## config.mk

```make
export PLATFORM = sky130hd
export DESIGN_NAME = frame_buffer_writer
export DESIGN_NICKNAME = d
export VERILOG_FILES = /design/src/rtl/frame_buffer_writer_pkg.sv /design/src/rtl/fbw_pingpong_ctrl.sv /design/src/rtl/frame_buffer_writer.sv
export SDC_FILE = /design/constraint.sdc
export NUM_CORES = 1
export LEC_CHECK = 0
export BUFFER_PORTS_ARGS = -buffer_cell sky130_fd_sc_hd__buf_2
export CAP_MARGIN = 20
export CORE_MARGIN = 1.5
export CORE_UTILIZATION = 54
export CTS_CLUSTER_DIAMETER = 30
export DETAILED_ROUTE_END_ITERATION = 10
export GPL_ROUTABILITY_DRIVEN = 1
export MAX_ROUTING_LAYER = met4
export PLACE_DENSITY_LB_ADDON = 0.08
export SLEW_MARGIN = 20
export SYNTH_ARGS = -nofsm -noshare
export SYNTH_HDL_FRONTEND = slang
export SYNTH_SLANG_ARGS = --single-unit
export TNS_END_PERCENT = 10
```

## constraint.sdc

```tcl
create_clock -name pixel_clk -period 11.8 [get_ports pixel_clk]
set_input_delay 2.36 -clock pixel_clk [delete_from_list [all_inputs] [get_ports pixel_clk]]
set_output_delay 2.36 -clock pixel_clk [all_outputs]
set_load 0.02 [all_outputs]
```

## src/rtl/frame_buffer_writer_pkg.sv

```systemverilog
// ----------------------------------------------------------------------------
// frame_buffer_writer_pkg
// Shared definitions for the frame buffer write path and the HDMI compositor:
// image geometry, per-bank RAM address width, RGB field offsets inside a
// 24-bit pixel word, and the writer FSM state encoding.
// ----------------------------------------------------------------------------
package frame_buffer_writer_pkg;

    localparam int IMG_WIDTH  = 224;
    localparam int IMG_HEIGHT = 224;
    localparam int ADDR_W     = $clog2(IMG_WIDTH * IMG_HEIGHT);
    localparam int X_W        = $clog2(IMG_WIDTH);
    localparam int Y_W        = $clog2(IMG_HEIGHT);

    // Pixel word layout {R, G, B}
    localparam int PIX_W     = 24;
    localparam int RGB_CH_W  = 8;
    localparam int RGB_R_LSB = 16;
    localparam int RGB_G_LSB = 8;
    localparam int RGB_B_LSB = 0;

    typedef enum logic [1:0] {
        ST_IDLE  = 2'd0,
        ST_WRITE = 2'd1,
        ST_DROP  = 2'd2,
        ST_FULL  = 2'd3
    } fbw_state_e;

endpackage

```

## src/rtl/fbw_pingpong_ctrl.sv

```systemverilog
// ----------------------------------------------------------------------------
// fbw_pingpong_ctrl
// Owns the ping-pong bank selection. The writer fills wr_bank while the
// compositor reads rd_bank; the two swap only when a complete frame is waiting
// (writer in FULL) and the display frame-start strobe arrives.
// Ports:
//   clk          in   clock, rising edge
//   rst          in   synchronous active-high reset
//   i_state      in   current writer FSM state
//   i_frame_strb in   display frame-start pulse
//   o_swap       out  swap happens at this edge (FULL -> IDLE handshake)
//   o_wr_bank    out  bank being written
//   o_rd_bank    out  bank the compositor reads
// ----------------------------------------------------------------------------
module fbw_pingpong_ctrl
    import frame_buffer_writer_pkg::*;
(
    input  logic       clk,
    input  logic       rst,
    input  fbw_state_e i_state,
    input  logic       i_frame_strb,
    output logic       o_swap,
    output logic       o_wr_bank,
    output logic       o_rd_bank
);

    logic r_wr_bank;
    logic r_rd_bank;

    // A strobe outside FULL is ignored, so a half-written bank is never shown.
    assign o_swap = (i_state == ST_FULL) && i_frame_strb;

    // NOTE: sequential state uses non-blocking assignments so every register
    // samples the pre-edge values regardless of statement order.
    always_ff @(posedge clk) begin
        if (rst) begin
            r_wr_bank <= 1'b1;
            r_rd_bank <= 1'b0;
        end else if (o_swap) begin
            r_rd_bank <= r_wr_bank;
            r_wr_bank <= ~r_wr_bank;
        end
    end

    assign o_wr_bank = r_wr_bank;
    assign o_rd_bank = r_rd_bank;

endmodule

```

## src/rtl/frame_buffer_writer.sv

```systemverilog
// ----------------------------------------------------------------------------
// frame_buffer_writer
// Frames an RGB pixel stream into IMG_WIDTH x IMG_HEIGHT and writes it into a
// ping-pong RAM. Writes are registered (one cycle after acceptance), one beat
// per clock. Malformed lines and mid-frame SOFs raise sticky error flags but
// never stall the stream.
// Ports:
//   pixel_clk, rst            clock, synchronous active-high reset
//   s_valid/s_ready/s_data    pixel stream handshake and {R,G,B} payload
//   s_sof, s_eol              first pixel of frame, last pixel of line
//   frame_strb                display frame-start pulse (bank swap trigger)
//   wr_en/wr_bank/wr_addr/wr_data   RAM write port; address {wr_bank, wr_addr}
//   rd_bank                   bank the compositor reads
//   frame_done                pulse with the final write of a complete frame
//   err_sof, err_line         sticky protocol error flags
// ----------------------------------------------------------------------------
module frame_buffer_writer
    import frame_buffer_writer_pkg::*;
(
    input  logic              pixel_clk,
    input  logic              rst,
    input  logic              s_valid,
    output logic              s_ready,
    input  logic [PIX_W-1:0]  s_data,
    input  logic              s_sof,
    input  logic              s_eol,
    input  logic              frame_strb,
    output logic              wr_en,
    output logic              wr_bank,
    output logic [ADDR_W-1:0] wr_addr,
    output logic [PIX_W-1:0]  wr_data,
    output logic              rd_bank,
    output logic              frame_done,
    output logic              err_sof,
    output logic              err_line
);

    fbw_state_e        r_state;
    logic              r_s_ready;
    logic              r_wr_en;
    logic [ADDR_W-1:0] r_wr_addr;
    logic [PIX_W-1:0]  r_wr_data;
    logic              r_frame_done;
    logic              r_err_sof;
    logic              r_err_line;
    logic [X_W-1:0]    r_x;
    logic [Y_W-1:0]    r_y;
    logic [ADDR_W-1:0] r_row_base;

    fbw_state_e        w_next_state;
    logic              w_accept;
    logic              w_swap;
    logic              w_take;
    logic [X_W-1:0]    w_x_eff;
    logic [Y_W-1:0]    w_y_eff;
    logic [ADDR_W-1:0] w_base_eff;
    logic              w_x_last;
    logic              w_y_last;
    logic [X_W-1:0]    w_x_nxt;
    logic [Y_W-1:0]    w_y_nxt;
    logic [ADDR_W-1:0] w_base_nxt;
    logic              w_wr_en_nxt;
    logic [ADDR_W-1:0] w_wr_addr_nxt;
    logic [PIX_W-1:0]  w_wr_data_nxt;
    logic              w_done_nxt;
    logic              w_err_sof_set;
    logic              w_err_line_set;

    fbw_pingpong_ctrl u_pingpong (
        .clk          (pixel_clk),
        .rst          (rst),
        .i_state      (r_state),
        .i_frame_strb (frame_strb),
        .o_swap       (w_swap),
        .o_wr_bank    (wr_bank),
        .o_rd_bank    (rd_bank)
    );

    assign w_accept = s_valid && r_s_ready;

    // An SOF beat always restarts at the frame origin, whatever the counters say.
    assign w_x_eff    = s_sof ? '0 : r_x;
    assign w_y_eff    = s_sof ? '0 : r_y;
    assign w_base_eff = s_sof ? '0 : r_row_base;
    assign w_x_last   = (w_x_eff == X_W'(IMG_WIDTH - 1));
    assign w_y_last   = (w_y_eff == Y_W'(IMG_HEIGHT - 1));

    // NOTE: every signal assigned here gets a default first; a path that
    // leaves one unassigned would infer a latch.
    always_comb begin
        w_next_state   = r_state;
        w_take         = 1'b0;
        w_x_nxt        = r_x;
        w_y_nxt        = r_y;
        w_base_nxt     = r_row_base;
        w_wr_en_nxt    = 1'b0;
        w_wr_addr_nxt  = r_wr_addr;
        w_wr_data_nxt  = r_wr_data;
        w_done_nxt     = 1'b0;
        w_err_sof_set  = 1'b0;
        w_err_line_set = 1'b0;

        case (r_state)
            ST_IDLE: begin
                w_take = w_accept && s_sof;
            end
            ST_WRITE: begin
                w_take        = w_accept;
                w_err_sof_set = w_accept && s_sof;
            end
            ST_DROP: begin
                if (w_accept && s_sof) begin
                    w_take        = 1'b1;
                    w_err_sof_set = 1'b1;
                end else if (w_accept && s_eol) begin
                    // End of the overlong line: resume at the next row.
                    if (w_y_last) begin
                        w_next_state = ST_FULL;
                        w_x_nxt      = '0;
                        w_y_nxt      = '0;
                        w_base_nxt   = '0;
                    end else begin
                        w_next_state = ST_WRITE;
                        w_x_nxt      = '0;
                        w_y_nxt      = r_y + Y_W'(1);
                        w_base_nxt   = r_row_base + ADDR_W'(IMG_WIDTH);
                    end
                end
            end
            ST_FULL: begin
                if (w_swap) begin
                    w_next_state = ST_IDLE;
                end
            end
            default: begin
                w_next_state = ST_IDLE;
            end
        endcase

        if (w_take) begin
            w_wr_en_nxt   = 1'b1;
            w_wr_addr_nxt = w_base_eff + ADDR_W'(w_x_eff);
            w_wr_data_nxt = s_data;
            w_next_state  = ST_WRITE;
            w_y_nxt       = w_y_eff;
            w_base_nxt    = w_base_eff;
            if (w_x_last && w_y_last) begin
                w_done_nxt   = 1'b1;
                w_next_state = ST_FULL;
                w_x_nxt      = '0;
                w_y_nxt      = '0;
                w_base_nxt   = '0;
            end else if (s_eol) begin
                // A short line leaves its remainder unwritten.
                w_err_line_set = !w_x_last;
                w_x_nxt        = '0;
                if (w_y_last) begin
                    w_next_state = ST_FULL;
                    w_y_nxt      = '0;
                    w_base_nxt   = '0;
                end else begin
                    w_y_nxt    = w_y_eff + Y_W'(1);
                    w_base_nxt = w_base_eff + ADDR_W'(IMG_WIDTH);
                end
            end else if (w_x_last) begin
                // Line full but no eol: discard until the line ends.
                w_err_line_set = 1'b1;
                w_next_state   = ST_DROP;
                w_x_nxt        = '0;
            end else begin
                w_x_nxt = w_x_eff + X_W'(1);
            end
        end
    end

    always_ff @(posedge pixel_clk) begin
        if (rst) begin
            r_state      <= ST_IDLE;
            r_s_ready    <= 1'b1;
            r_wr_en      <= 1'b0;
            r_wr_addr    <= '0;
            r_wr_data    <= '0;
            r_frame_done <= 1'b0;
            r_err_sof    <= 1'b0;
            r_err_line   <= 1'b0;
            r_x          <= '0;
            r_y          <= '0;
            r_row_base   <= '0;
        end else begin
            r_state      <= w_next_state;
            r_s_ready    <= (w_next_state != ST_FULL);
            r_wr_en      <= w_wr_en_nxt;
            r_wr_addr    <= w_wr_addr_nxt;
            r_wr_data    <= w_wr_data_nxt;
            r_frame_done <= w_done_nxt;
            r_err_sof    <= r_err_sof | w_err_sof_set;
            r_err_line   <= r_err_line | w_err_line_set;
            r_x          <= w_x_nxt;
            r_y          <= w_y_nxt;
            r_row_base   <= w_base_nxt;
        end
    end

    assign s_ready    = r_s_ready;
    assign wr_en      = r_wr_en;
    assign wr_addr    = r_wr_addr;
    assign wr_data    = r_wr_data;
    assign frame_done = r_frame_done;
    assign err_sof    = r_err_sof;
    assign err_line   = r_err_line;

endmodule

```

==> metrics.yaml <==
outcome:
  result_of_the_run: "finished, final reports clean"
floorplanning:
  io_pins: 77
  fp.dieArea_sq_um: 8710
  starting_density_of_the_core_pct: 56.5
  chipHeight_um: 93.4
  std_cell_rows: 32
  core_area_sq_um: 7810
  die_w_um: 93.4
grt:
  gr_overflow_total: 0
  largest_net_degree_at_the_start_of_global_routing: 72
  initial_antenna_violation_count: 0
  grt_usage_pct: 27.1
  first_pass_grt_wire_length_um: 18500
  first_global_vias: 3966
placement:
  port-buffer-count: 76
  hpwl_um: 7550
  place.gp.congestion: 0.922
clocking:
  cts.sinks: 81
  cts_tree: "done"
  clock_tree.htree_level_count: 3
  holdBufCountCts: 0
  buffer_levels_on_the_longest_clock_path: 2
  postCtsSetupRepairBufs: 0
  numCtsBuffers: 9
  clkLatencyLatePin_ps: 350
  cts.clk_slew.worst_paths_ps: 90
  clk_root_buffer_cell: "sky130_fd_sc_hd__clkbuf_8"
  cts_resized: 0
power_and_ir_drop:
  clock_power_share_pct: 31.0
  fin_total_pwr_mw: 0.700
  power.combinational.fraction_pct: 24.6
  power.static_leakage_nw: 2.05
  seqPwrFrac_pct: 44.4
  switchingPower_mw: 0.244
  power_density_cells_nw_per_um2: 139
  intPower_mw: 0.456
  power.switching_fraction_pct: 34.8
  ir_drop_uv: 73.4
logic_synthesis:
  synth_top_cell_by_area: "sky130_fd_sc_hd__dfxtp_1"
  post-synth-top-count-cell: "sky130_fd_sc_hd__nand2_1"
  number_of_synthesized_flops_with_an_enable_pin: 0
  post-synth-top-area-fraction_pct: 36.8
  synth-seq-cells: 81
  ys_dominant_reg_cell: "sky130_fd_sc_hd__dfxtp_1"
  synth.net_count: 617
  synth.cell_area_sq_um: 4410
  synth.yosys.seq_area_share_pct: 36.8
  synthCells: 568
  synth-warning-count: 0
  async_reset_ff_share_pct: 0
  synth_cell_types: 66
  synth_area_leaders: "sky130_fd_sc_hd__dfxtp_1, sky130_fd_sc_hd__nand2_1, sky130_fd_sc_hd__a21oi_1"
  post_synth_most_frequent_cells: "sky130_fd_sc_hd__nand2_1, sky130_fd_sc_hd__dfxtp_1, sky130_fd_sc_hd__a21oi_1"
  postSynthAreaPerCell_sq_um: 7.76
detailed_routing:
  remaining_drc_errors: 0
  wl_per_cell_um: 15.4
  detailroute.via_count: 4329
  drt_iter0_drc: 264
  drtAntennaViolNets: 0
  firstDrtPassIters: 6
  post_detailed_route_via_to_cell_ratio: 5.95
  total_wire_length_after_detailed_routing_um: 11200
layout:
  post_route_cells_drive_above_1_share_pct: 16.3
  number_of_filler_cells_placed_in_the_layout: 689
  syn_to_final_growth_pct: 13.9
  multi_input_comb_area_sq_um: 2560
  sequential_cell_area_sq_um: 1620
  final_nets: 670
  antenna_cells: 0
critical_path:
  start_kind: "input port"
  cp-end-kind: "flop"
  r2r_cells: 9
  data_arrival_time_at_the_worst_slack_endpoint_ps: 5460
  cp_data_required_time_ps: 12070
  critical_path_class: "input port to flop"
  r2r_slack_ps: 8800
  crit_path_start: "s_sof"
  critical_path_peak_fanout: 32
  launch_instance_of_the_worst_register_to_register_path: "r_x[0]"
  crit_end: "wr_addr[12]"
  worstReg2RegEnd: "wr_addr[12]"
timing:
  fin_crit_ps: 5180
  max_freq_mhz: 193
  rsz_0062_raised_after_global_routing: "false"
  hold_viol_final: 0
  final_report_setup_violation_count: 0
  fin_setup_tns_ps: 0
  fin_skew_ps: 10.4
  slew_headroom_pct: 42.3
  timing.final.max_slew_violations: 0
  min_period_over_period_pct: 43.9
  max_slew.worst_pin.slew_ps: 865
min_path:
  min-delay-path-class: "flop to flop"
flow_run:
  maximum_capacitance_violations: 0
placed cells by master (no fill, tap or decap), drive strengths merged, types with 8 or more instances in the layout:
master	netlist	final
nand2	92	92
dfxtp	81	81
buf	7	81
a21oi	57	57
nor2	41	41
o21ai	32	32
inv	20	23
ha	18	18
nor2b	17	17
nand3	15	15
nor3	14	14
xnor2	14	14
nand4	11	11
a211oi	11	11
clkbuf	32	10
and2	8	8
state kept, by name, summed over array words and instances (netlist names), 2 cells and up:
name / flops
wr_data: 24
r_x: 8
r_row_base: 16
wr_addr: 16
r_y: 8
r_state: 2
logic make-up after synthesis:
group                    count (synthesis)  share of synthesized area (%)
XOR/XNOR                                21                           4.17
buffers and inverters                   60                           5.31
AO/OA/AOI/OAI                          156                           22.6
adder cells (fa/ha/maj)                 20                           5.79
AND/OR/NAND/NOR                        228                           24.9
multiplexers                             2                          0.483
flip-flops                              81                           36.8
power groups by stage:
| stage | Clock, mW | Sequential [mW] | Combinational, mW |
|---|---|---|---|
| 2_1_floorplan | 0 | 0.328 | 0.109 |
| 3_3_place_gp | 0 | 0.315 | 0.168 |
| 3_5_place_dp | 0 | 0.316 | 0.170 |
| 4_1_cts | 0.223 | 0.310 | 0.171 |
| 5_1_grt | 0.233 | 0.313 | 0.192 |
| 6_report | 0.217 | 0.310 | 0.172 |
worst max-delay path: stages:
cell and delay [ps]:
sky130_fd_sc_hd__buf_2 480, sky130_fd_sc_hd__nor2b_1 170, sky130_fd_sc_hd__ha_1 280, sky130_fd_sc_hd__fa_1 430
sky130_fd_sc_hd__a211oi_1 370, sky130_fd_sc_hd__o21ai_0 190, sky130_fd_sc_hd__a32oi_1 400, sky130_fd_sc_hd__nor2_1 140
sky130_fd_sc_hd__or4b_1 520, sky130_fd_sc_hd__o211ai_1 100
metal layers:
layer,track usage (%),vias to the layer above,part of all wire [%]
met5,-,-,0
met4,9.72,0,2.0
met3,4.07,22,6.3
met2,42.2,185,45
met1,35.9,1989,46
li1,-,2133,-
how the worst min path moves through the flow:
stage	from	to	slack, ps	cells after the start
finish	err_sof	err_sof	450	2
global route	wr_addr[8]	wr_addr[8]	470	2
CTS	err_sof	err_sof	450	2
detailed placement	err_sof	err_sof	440	2
global placement	wr_addr[11]	wr_addr[11]	440	2
floorplan	r_row_base[0]	r_row_base[0]	420	1
metrics by stage:
| step | hold WS (ps) | utilization (%) | area [sq um] | std cells | setup slack, ps |
|---|---|---|---|---|---|
| floorplan | 421 | - | 4410 | 568 | 6460 |
| global placement | 435 | 61.5 | 4800 | 711 | 6420 |
| detailed placement | 437 | 61.5 | 4800 | 711 | 6280 |
| CTS | 451 | 64.2 | 5010 | 727 | 6650 |
| global route | 475 | 64.3 | 5020 | 728 | 6380 |
| finish | 447 | 64.3 | 5020 | 728 | 6620 |
area by class of cell:
type	count	area share [%]
inverters	21	1.57
clock inverters	6	1.47
clock buffers	10	2.74
repair buffers	81	8.33
well taps	102	2.54
multi-input cells	427	51.0
flip-flops and latches	81	32.3
(Power assumes the default switching activity.)
